[src/rtl/scroll_sequencer_pkg.sv]
// ============================================================================
// | Module   : scroll_sequencer_pkg                                          |
// | Purpose  : Shared types and helpers for the text-buffer scroll sequencer.|
// | Revision : 1.0 - initial release                                         |
// ============================================================================
`default_nettype none

`ifndef CONSOLE_LINES
`define CONSOLE_LINES 25
`endif
`ifndef CONSOLE_COLUMNS
`define CONSOLE_COLUMNS 80
`endif
`ifndef MIN
`define MIN(a, b) (((a) < (b)) ? (a) : (b))
`endif

package scroll_sequencer_pkg;

    localparam int CELL_W = 16;

    typedef enum logic [1:0] {
        IDLE  = 2'd0,
        LOAD  = 2'd1,
        RUN   = 2'd2,
        DRAIN = 2'd3
    } ScrollSeqState_t;

    typedef logic [CELL_W-1:0] Cell_t;

    typedef struct packed {
        logic       dir;
        logic [7:0] step;
        logic [7:0] top;
        logic [7:0] bottom;
    } Scrolling_t;

endpackage

`default_nettype wire

[src/rtl/scroll_sequencer.sv]
// ============================================================================
// | Module   : scroll_sequencer                                              |
// | Purpose  : Moves text lines up/down within [top,bottom], one cell/cycle, |
// |            filling vacated lines with a blank cell.                      |
// | Revision : 1.0 - initial release                                         |
// ============================================================================
`default_nettype none

module scroll_sequencer
    import scroll_sequencer_pkg::*;
#(
    parameter int LINES   = `CONSOLE_LINES,
    parameter int COLUMNS = `CONSOLE_COLUMNS
) (
    input  logic       clk,
    input  logic       rst_n,
    input  logic       req,
    input  Scrolling_t req_scroll,
    input  logic       abort,
    input  Cell_t      blank_cell,
    output logic       rd_en,
    output logic [7:0] rd_line,
    output logic [7:0] rd_col,
    input  Cell_t      rd_data,
    output logic       wr_en,
    output logic [7:0] wr_line,
    output logic [7:0] wr_col,
    output Cell_t      wr_data,
    output logic       busy,
    output logic       done,
    output logic       overflow
);

    localparam logic [7:0] LAST_COL = 8'(COLUMNS - 1);
    localparam logic [8:0] LINES_9  = 9'(LINES);

    ScrollSeqState_t state, next_state;

    Scrolling_t r_cur;
    Scrolling_t r_pend;
    logic       r_pend_valid;

    logic       r_dir;
    logic [7:0] r_top;
    logic [7:0] r_bottom;
    logic [7:0] r_eff;
    logic [7:0] r_dst;
    logic [7:0] r_col;
    Cell_t      r_blank;

    logic       r_wr_en;
    logic [7:0] r_wr_line;
    logic [7:0] r_wr_col;
    logic       r_wr_copy;
    logic       r_done;
    logic       r_overflow;

    logic       w_reject;
    logic [7:0] w_span;
    logic [7:0] w_eff;
    logic [8:0] w_up_src;
    logic [8:0] w_down_lim;
    logic       w_copy;
    logic [7:0] w_src_line;
    logic       w_last_cell;
    logic       w_finish;

    assign w_reject   = (r_cur.top > r_cur.bottom) ||
                        ({1'b0, r_cur.bottom} >= LINES_9) ||
                        (r_cur.step == 8'd0);
    assign w_span     = r_cur.bottom - r_cur.top + 8'd1;
    assign w_eff      = `MIN(r_cur.step, w_span);

    // Source addresses are formed in 9 bits so dst+eff near 255 cannot wrap.
    assign w_up_src   = {1'b0, r_dst} + {1'b0, r_eff};
    assign w_down_lim = {1'b0, r_top} + {1'b0, r_eff};
    assign w_copy     = r_dir ? ({1'b0, r_dst} >= w_down_lim)
                              : (w_up_src <= {1'b0, r_bottom});
    assign w_src_line = r_dir ? (r_dst - r_eff) : w_up_src[7:0];

    assign w_last_cell = (r_col == LAST_COL) && (r_dst == (r_dir ? r_top : r_bottom));
    // An op ends either in DRAIN or by being rejected in LOAD; both hand over to a queued request.
    assign w_finish    = (state == DRAIN) || ((state == LOAD) && w_reject);

    always_ff @(posedge clk or negedge rst_n) begin
        if (!rst_n) begin
            state <= IDLE;
        end else begin
            state <= next_state;
        end
    end

    always_comb begin
        next_state = state;
        if (abort) begin
            next_state = IDLE;
        end else begin
            case (state)
                IDLE:    if (req) next_state = LOAD;
                LOAD:    if (w_reject) next_state = (r_pend_valid || req) ? LOAD : IDLE;
                         else          next_state = RUN;
                RUN:     if (w_last_cell) next_state = DRAIN;
                DRAIN:   next_state = (r_pend_valid || req) ? LOAD : IDLE;
                default: next_state = IDLE;
            endcase
        end
    end

    always_comb begin
        busy     = (state != IDLE);
        rd_en    = (state == RUN) && w_copy && !abort;
        rd_line  = rd_en ? w_src_line : 8'd0;
        rd_col   = rd_en ? r_col : 8'd0;
        wr_en    = r_wr_en;
        wr_line  = r_wr_line;
        wr_col   = r_wr_col;
        wr_data  = r_wr_en ? (r_wr_copy ? rd_data : r_blank) : '0;
        done     = r_done;
        overflow = r_overflow;
    end

    always_ff @(posedge clk or negedge rst_n) begin
        if (!rst_n) begin
            r_cur        <= '0;
            r_pend       <= '0;
            r_pend_valid <= 1'b0;
            r_dir        <= 1'b0;
            r_top        <= 8'd0;
            r_bottom     <= 8'd0;
            r_eff        <= 8'd0;
            r_dst        <= 8'd0;
            r_col        <= 8'd0;
            r_blank      <= '0;
            r_wr_en      <= 1'b0;
            r_wr_line    <= 8'd0;
            r_wr_col     <= 8'd0;
            r_wr_copy    <= 1'b0;
            r_done       <= 1'b0;
            r_overflow   <= 1'b0;
        end else begin
            r_done     <= !abort && w_finish;
            r_overflow <= !abort && req && busy && r_pend_valid && !w_finish;

            if (abort) begin
                r_pend_valid <= 1'b0;
            end else if (state == IDLE) begin
                if (req) r_cur <= req_scroll;
            end else if (w_finish) begin
                if (r_pend_valid) begin
                    r_cur        <= r_pend;
                    r_pend_valid <= req;
                    if (req) r_pend <= req_scroll;
                end else if (req) begin
                    r_cur <= req_scroll;
                end
            end else if (req && !r_pend_valid) begin
                r_pend       <= req_scroll;
                r_pend_valid <= 1'b1;
            end

            if ((state == LOAD) && !w_reject) begin
                r_dir    <= r_cur.dir;
                r_top    <= r_cur.top;
                r_bottom <= r_cur.bottom;
                r_eff    <= w_eff;
                r_dst    <= r_cur.dir ? r_cur.bottom : r_cur.top;
                r_col    <= 8'd0;
                r_blank  <= blank_cell;
            end

            if (state == RUN) begin
                if (r_col == LAST_COL) begin
                    r_col <= 8'd0;
                    r_dst <= r_dir ? (r_dst - 8'd1) : (r_dst + 8'd1);
                end else begin
                    r_col <= r_col + 8'd1;
                end
            end

            // One-stage write pipe: copies need the read data that arrives a cycle later.
            r_wr_en   <= (state == RUN) && !abort;
            r_wr_line <= r_dst;
            r_wr_col  <= r_col;
            r_wr_copy <= w_copy;
        end
    end

endmodule

`default_nettype wire

[config.mk]
export PLATFORM = sky130hd
export DESIGN_NAME = scroll_sequencer
export DESIGN_NICKNAME = d
export VERILOG_FILES = /design/src/rtl/scroll_sequencer_pkg.sv /design/src/rtl/scroll_sequencer.sv
export SDC_FILE = /design/constraint.sdc
export NUM_CORES = 1
export LEC_CHECK = 0
export ABC_CLOCK_PERIOD_IN_PS = 3500
export BUFFER_PORTS_ARGS = -buffer_cell sky130_fd_sc_hd__buf_2
export CAP_MARGIN = 20
export CORE_MARGIN = 2
export CORE_UTILIZATION = 40
export DETAILED_ROUTE_END_ITERATION = 10
export PLACE_DENSITY = 0.58
export SYNTH_ARGS = -nofsm -noshare
export SYNTH_HDL_FRONTEND = slang
export SYNTH_SLANG_ARGS = --single-unit
[constraint.sdc]
create_clock -name clk -period 3.5 [get_ports clk]
set_input_delay 0.35 -clock clk [delete_from_list [all_inputs] [get_ports clk]]
set_output_delay 0.35 -clock clk [all_outputs]
set_load 0.005 [all_outputs]
### Word-level counts from Yosys, hierarchy flattened

Cells that the tools add are included.

* reduce and logical (&&, ||, !) cells: 31
* $lt $le $gt $ge: 5
* mux-type cells: 35
* equal/unequal tests: 10
* bitwise operators: 2
* $add $sub $neg: 8

Operators by type and width (number)
* 25-bit 2-to-1 mux: 8
* 8-bit 2-to-1 mux: 13
* 16-bit 2-to-1 mux: 2
* 8-bit by 1-bit adder with 8-bit output, second input constant: 3
* 8-bit by 8-bit adder with 9-bit output: 2
* 8-bit subtractor: 2
* 1-bit logical AND: 12
* 8-bit by 9-bit greater-or-equal comparator with 1-bit output: 1
* 9-bit by 8-bit less-or-equal comparator with 1-bit output: 1
* 8-bit by 7-bit == test with 1-bit output, second input constant: 1
* 8-bit == test: 1
* 8-bit by 5-bit greater-or-equal comparator with 1-bit output, second input constant: 1
* 8-bit greater-than comparator: 1
* 8-bit logical NOT: 1
* 8-bit < comparator: 1
* 2-bit 2-to-1 mux: 4
* 2-bit one-hot mux with 4 select lines: 1
* 2-bit nonzero test: 4
* 8-bit by 1-bit subtractor with 8-bit output, second input constant: 1
* 1-bit 2-to-1 mux: 7
* 2-bit != test, second input constant: 3
* 3-bit != test, second input constant: 2
* 2-bit AND reduction: 3
* 5-bit AND reduction: 1
* other kinds (7): 15

* bits in registers: 130
* logic and storage cells: 114

### Logic depth before layout (Yosys ltp)

* depth in word-level cells: 8
* depth in mapped cells: 15

### Worst setup path before layout

No wires, ideal clock.

* path kind: flip-flop to output port
* start: register r_dst[1]
* end: output rd_col[6]
* arrival: 3.566 ns
* data required time: 3.150 ns
* stages on the path, launching flop included: 15
* slack: -0.416 ns
* path buffers: 1
* cells stage by stage: dfrtp_1 inv_1 fa_1 o21bai_1 a21oi_1 o31ai_1 xnor2_1 ha_1 a211o_1 a211oi_1 o221ai_1 a211oi_1 a32oi_1 clkbuf_1 nor3b_1

* word-level cells in the longest chain between the ends: 6

Ends and longest elaborated chain
* start: declaration: RTL line scroll_sequencer.sv:47 `logic [7:0] r_dst;`
* start signal: assignment: RTL line scroll_sequencer.sv:166 `r_dst <= r_cur.dir ? r_cur.bottom : r_cur.top;`
* start signal: assignment: RTL line scroll_sequencer.sv:174 `r_dst <= r_dir ? (r_dst - 8'd1) : (r_dst + 8'd1);`
* 8-bit by 8-bit adder with 9-bit output: RTL line scroll_sequencer.sv:75 `assign w_up_src = {1'b0, r_dst} + {1'b0, r_eff};`
* 9-bit by 8-bit less-or-equal comparator with 1-bit output: RTL line scroll_sequencer.sv:78 `: (w_up_src <= {1'b0, r_bottom});`
* 1-bit 2-to-1 mux (*): RTL line scroll_sequencer.sv:77 `assign w_copy = r_dir ? ({1'b0, r_dst} >= w_down_lim)`
* 1-bit logical AND (*) (2 in a row): RTL line scroll_sequencer.sv:111 `rd_en = (state == RUN) && w_copy && !abort;`
* 8-bit 2-to-1 mux (*): RTL line scroll_sequencer.sv:113 `rd_col = rd_en ? r_col : 8'd0;`
* end: declaration: RTL line scroll_sequencer.sv:23 `output logic [7:0] rd_col,`

Mark *: on every way between the ends. The rest lies on a longest branch, timed or not.

### Worst setup path after layout

* start: register r_eff[0]
* end: output rd_en

* word-level cells in the longest chain between the ends: 5

Ends and longest elaborated chain
* start: declaration: RTL line scroll_sequencer.sv:46 `logic [7:0] r_eff;`
* start signal: assignment: RTL line scroll_sequencer.sv:165 `r_eff <= w_eff;`
* 8-bit by 8-bit adder with 9-bit output (on tied branches): RTL line scroll_sequencer.sv:75, scroll_sequencer.sv:76
* 9-bit by 8-bit less-or-equal comparator with 1-bit output / 8-bit by 9-bit greater-or-equal comparator with 1-bit output (equally long branches): RTL line scroll_sequencer.sv:78, scroll_sequencer.sv:77
* 1-bit 2-to-1 mux (*): RTL line scroll_sequencer.sv:77
* 1-bit logical AND (*) (2 in a row): RTL line scroll_sequencer.sv:111
* end: declaration: RTL line scroll_sequencer.sv:21 `output logic rd_en,`

Marked as above.

==> run metrics <==
Period minus WS final between 4 and 5 ns; # diodes 0; DRT Pass-1 Iters 5; achievable frequency 237 MHz; post-DR vias/cell just over 5; first-pass GRT wire length around 34 mm; die area approximately 0.021 mm²; share of the synthesized area in the top cell type 40.8%; GPL Wtd Cong 0.868; hold buffer count at CTS 0; buffer and inverter count on the worst path 5; Synth Area in XOR/XNOR under 10%; synth unique cells 62; Mapped Area around 0.0080 mm²; Starting Density between 40% and 50%; Leak about 5 nW; largest family of logic cells by synthesized area compound AO/OA/AOI/OAI gates; CP arrival 3.87 ns; slowest stage cell, crit path dfrtp_1; Cell Chain, Critical Path ha_2 -> inv_2 -> fa_2 -> o21bai_1 -> a21oi_2 -> o31ai_4 -> xnor2_1 -> ha_1 -> a211o_1 -> buf_4 -> a21oi_1 -> nor2_1 -> a211oi_2 -> a32oi_4 -> buf_6 -> buf_4 -> nor2_4 -> buf_2; number of synthesized register bits 130; Most used DFF post-synth dfrtp_1; total CTS buffers 17; CTS sink cnt 130; final wirelength 20.9 mm; Via Count about 6,500; worst reg-to-reg setup slack around 0.11 ns; vias in the first global route 6,359; capturing point of the worst reg2reg path r_eff[4]$_DFFE_PN0P_; final core utilization roughly 52%; fin crit share 121%; Hold Path Class in -> async; filler cell count about 1,800; Clock Skews 0.00574 ns; synthesis-to-finish area growth 27.5%; synth top area cells dfrtp_1 41%, ha_1 11%, nand2_1 4.3%; Mapped Nets between 900 and 1,000; Clock Path Buffers 2; unrepaired setup endpoints after global routing yes; failing checks negative setup slack; Final Setup Violations 17; power per cell area around 850 mW/mm²; initial DRC count between 200 and 300; Fin. Hold Viols 0; number of flops mapped to enable cells by yosys 0; Compound-Gate Fraction of Synth Area between 10% and 20%; Ys Warns 0; sequential area share after synthesis about two fifths; CTS tree yes; WL per Instance around 17 µm; setup TNS -11.29 ns; H-tree Lvls 4; Final ANT Viol Nets 0; adder-cell share of the synthesized area about an eighth; Die Ht roughly 150 µm; largest net degree at the start of global routing 99; Simple-Gate Fraction of Synth Area 13.4%; Largest stage delay, worst path ~0.35 ns; Req. time, crit path 3.15 ns; GRT Overall Usage 20.2%; CP top delay family compound AO/OA/AOI/OAI gates; actual slew at the worst max-slew pin between 0.9 and 1 ns; worst r2r path cells 16; CP Max Fanout 7; Synth area leader dfrtp_1; Peak VDD IR 500 µV; # IOs 114; CTS root buf clkbuf_16; antenna violations before repair 0; final net count between 1,000 and 1,500; layout cells sized above 1 roughly 30%; most common cell in the synthesized netlist dfrtp_1; num rows between 50 and 60; post-DP HPWL 15.5 mm; Synth Area per Inst roughly 10 µm²; synth cell count leaders 130 x dfrtp_1, 91 x nand2_1, 73 x ha_1, 54 x inv_1, 46 x o21ai_0; DR DRC count 0; cell count after synthesis 812; port bufs roughly 110; clock slew at reported path FFs 0.06 ns; Worst-Skew Late Latency 0.42 ns; gr ovfl total 0; fraction of synthesized area in multiplexers 8.21%; FF-to-FF Start r_cur[1]$_DFFE_PN0P_; Die X-Extent around 150 µm; relative slew slack slightly below 40%; kind of end point of the critical path primary output; status complete, but fails checks; PnR worst setup slack -0.721 ns; Most Frequent Cell on Critical Path buf_4; Crit Path Category reg -> out; Max Cap Viol 0; fin. max-slew vios 0; core area ~0.020 mm²; Critical Path Start Type flop; cell depth of the worst setup path 18; Async S/R FF share, synth 100%
## state kept, by name (all words and copies together) (netlist names), 2 cells and up
name and flops:
wr_col 8, r_eff 8, r_dst 8, r_top 8
r_blank 16, wr_line 8, r_bottom 8, state 2
r_col 8, r_cur 25, r_pend 25
## worst register-to-register path, cell delays in order, from the launching register on
cell and delay (ns):
dfrtp_1 0.35, inv_1 0.07, ha_1 0.30, inv_1 0.05
ha_2 0.19, fa_2 0.34, a21o_1 0.19, a21oi_2 0.21
xnor2_2 0.12, ha_1 0.35, a21oi_2 0.15, nand2_1 0.07
a41oi_2 0.18, o21ai_2 0.09, buf_4 0.16, mux2i_1 0.17
mux2_2 0.30
## layer usage
metal	track usage, %	share of wire (%)	vias to the layer above
met3	3.43	3.3	16
li1	-	-	3239
met2	32.8	48	113
met1	28.2	48	3116
met5	0	0	-
met4	4.46	0.81	0
## kinds of logic (layout without fill, tap and decap cells)
kind of cell / count (synthesis) / count (layout)
compound gates: 191 / 191
xor+xnor: 34 / 34
fa+ha+maj: 79 / 79
buf+inv: 94 / 275
flops: 130 / 130
mux: 62 / 62
simple gates: 222 / 222
## report_power, final
part / total [mW] / leakage, nW / switching (mW) / internal (mW)
Sequential: 2.22 / 1.61 / 0.327 / 1.89
Combinational: 4.46 / 3.03 / 2.33 / 2.13
Clock: 1.99 / 0.317 / 0.720 / 1.27
## what timing repair did
item	4_1_cts	5_1_grt
setup endpoints to repair	22	24
resized for setup	20	11
pin swaps	8	23
buffers inserted	7	2
## metrics by stage
stage	instance area, µm²	hold WS, ns	instances	worst slack, ns	power [mW]
final	10200	0.00611	1258	-0.721	8.68
after detailed placement	9280	0.440	1217	-0.494	6.23
after floorplan	8060	0.0544	812	-0.194	4.84
after CTS	10100	0.0640	1255	-0.729	8.52
after global routing	10200	0.0856	1258	-0.943	9.30
after global placement	9280	0.437	1217	-0.387	6.16
## cell usage in the layout (no fill, tap or decap), types with 16 or more instances in the layout
cell,Yosys,final
nand2_1,91,91
o21ai_0,46,46
inv_1,54,53
o22ai_1,28,28
mux2_2,28,28
xor2_1,17,17
buf_2,4,112
xnor2_1,17,16
nor2b_1,25,25
buf_4,0,72
ha_1,73,71
a2bb2oi_1,26,26
nor2_1,35,34
clkbuf_16,0,17
dfrtp_1,130,129
a21oi_1,30,26
mux2i_1,34,33
## final cells by class
type,count,area [µm²],area share [%]
Multi-Input combinational cell,588,4560,44.8
Timing Repair Buffer,189,1170,11.5
Tap cell,265,332,3.26
Clock inverter,14,226,2.23
Clock buffer,17,425,4.18
Inverter,55,206,2.03
Sequential cell,130,3250,32.0
## worst max path at each step
| stage | startpoint | end | slack, ns |
|---|---|---|---|
| 2_1_floorplan | r_dst[0]$_DFF_PN0_ | rd_col[6] | -0.19 |
| 3_3_place_gp | r_eff[0]$_DFFE_PN0P_ | rd_col[7] | -0.39 |
| 3_5_place_dp | r_eff[0]$_DFFE_PN0P_ | rd_col[1] | -0.49 |
| 4_1_cts | r_dst[0]$_DFF_PN0_ | rd_col[1] | -0.73 |
| 5_1_grt | r_eff[0]$_DFFE_PN0P_ | rd_col[4] | -0.94 |
| 6_report | r_eff[0]$_DFFE_PN0P_ | rd_en | -0.72 |
(Power assumes the default switching activity.)
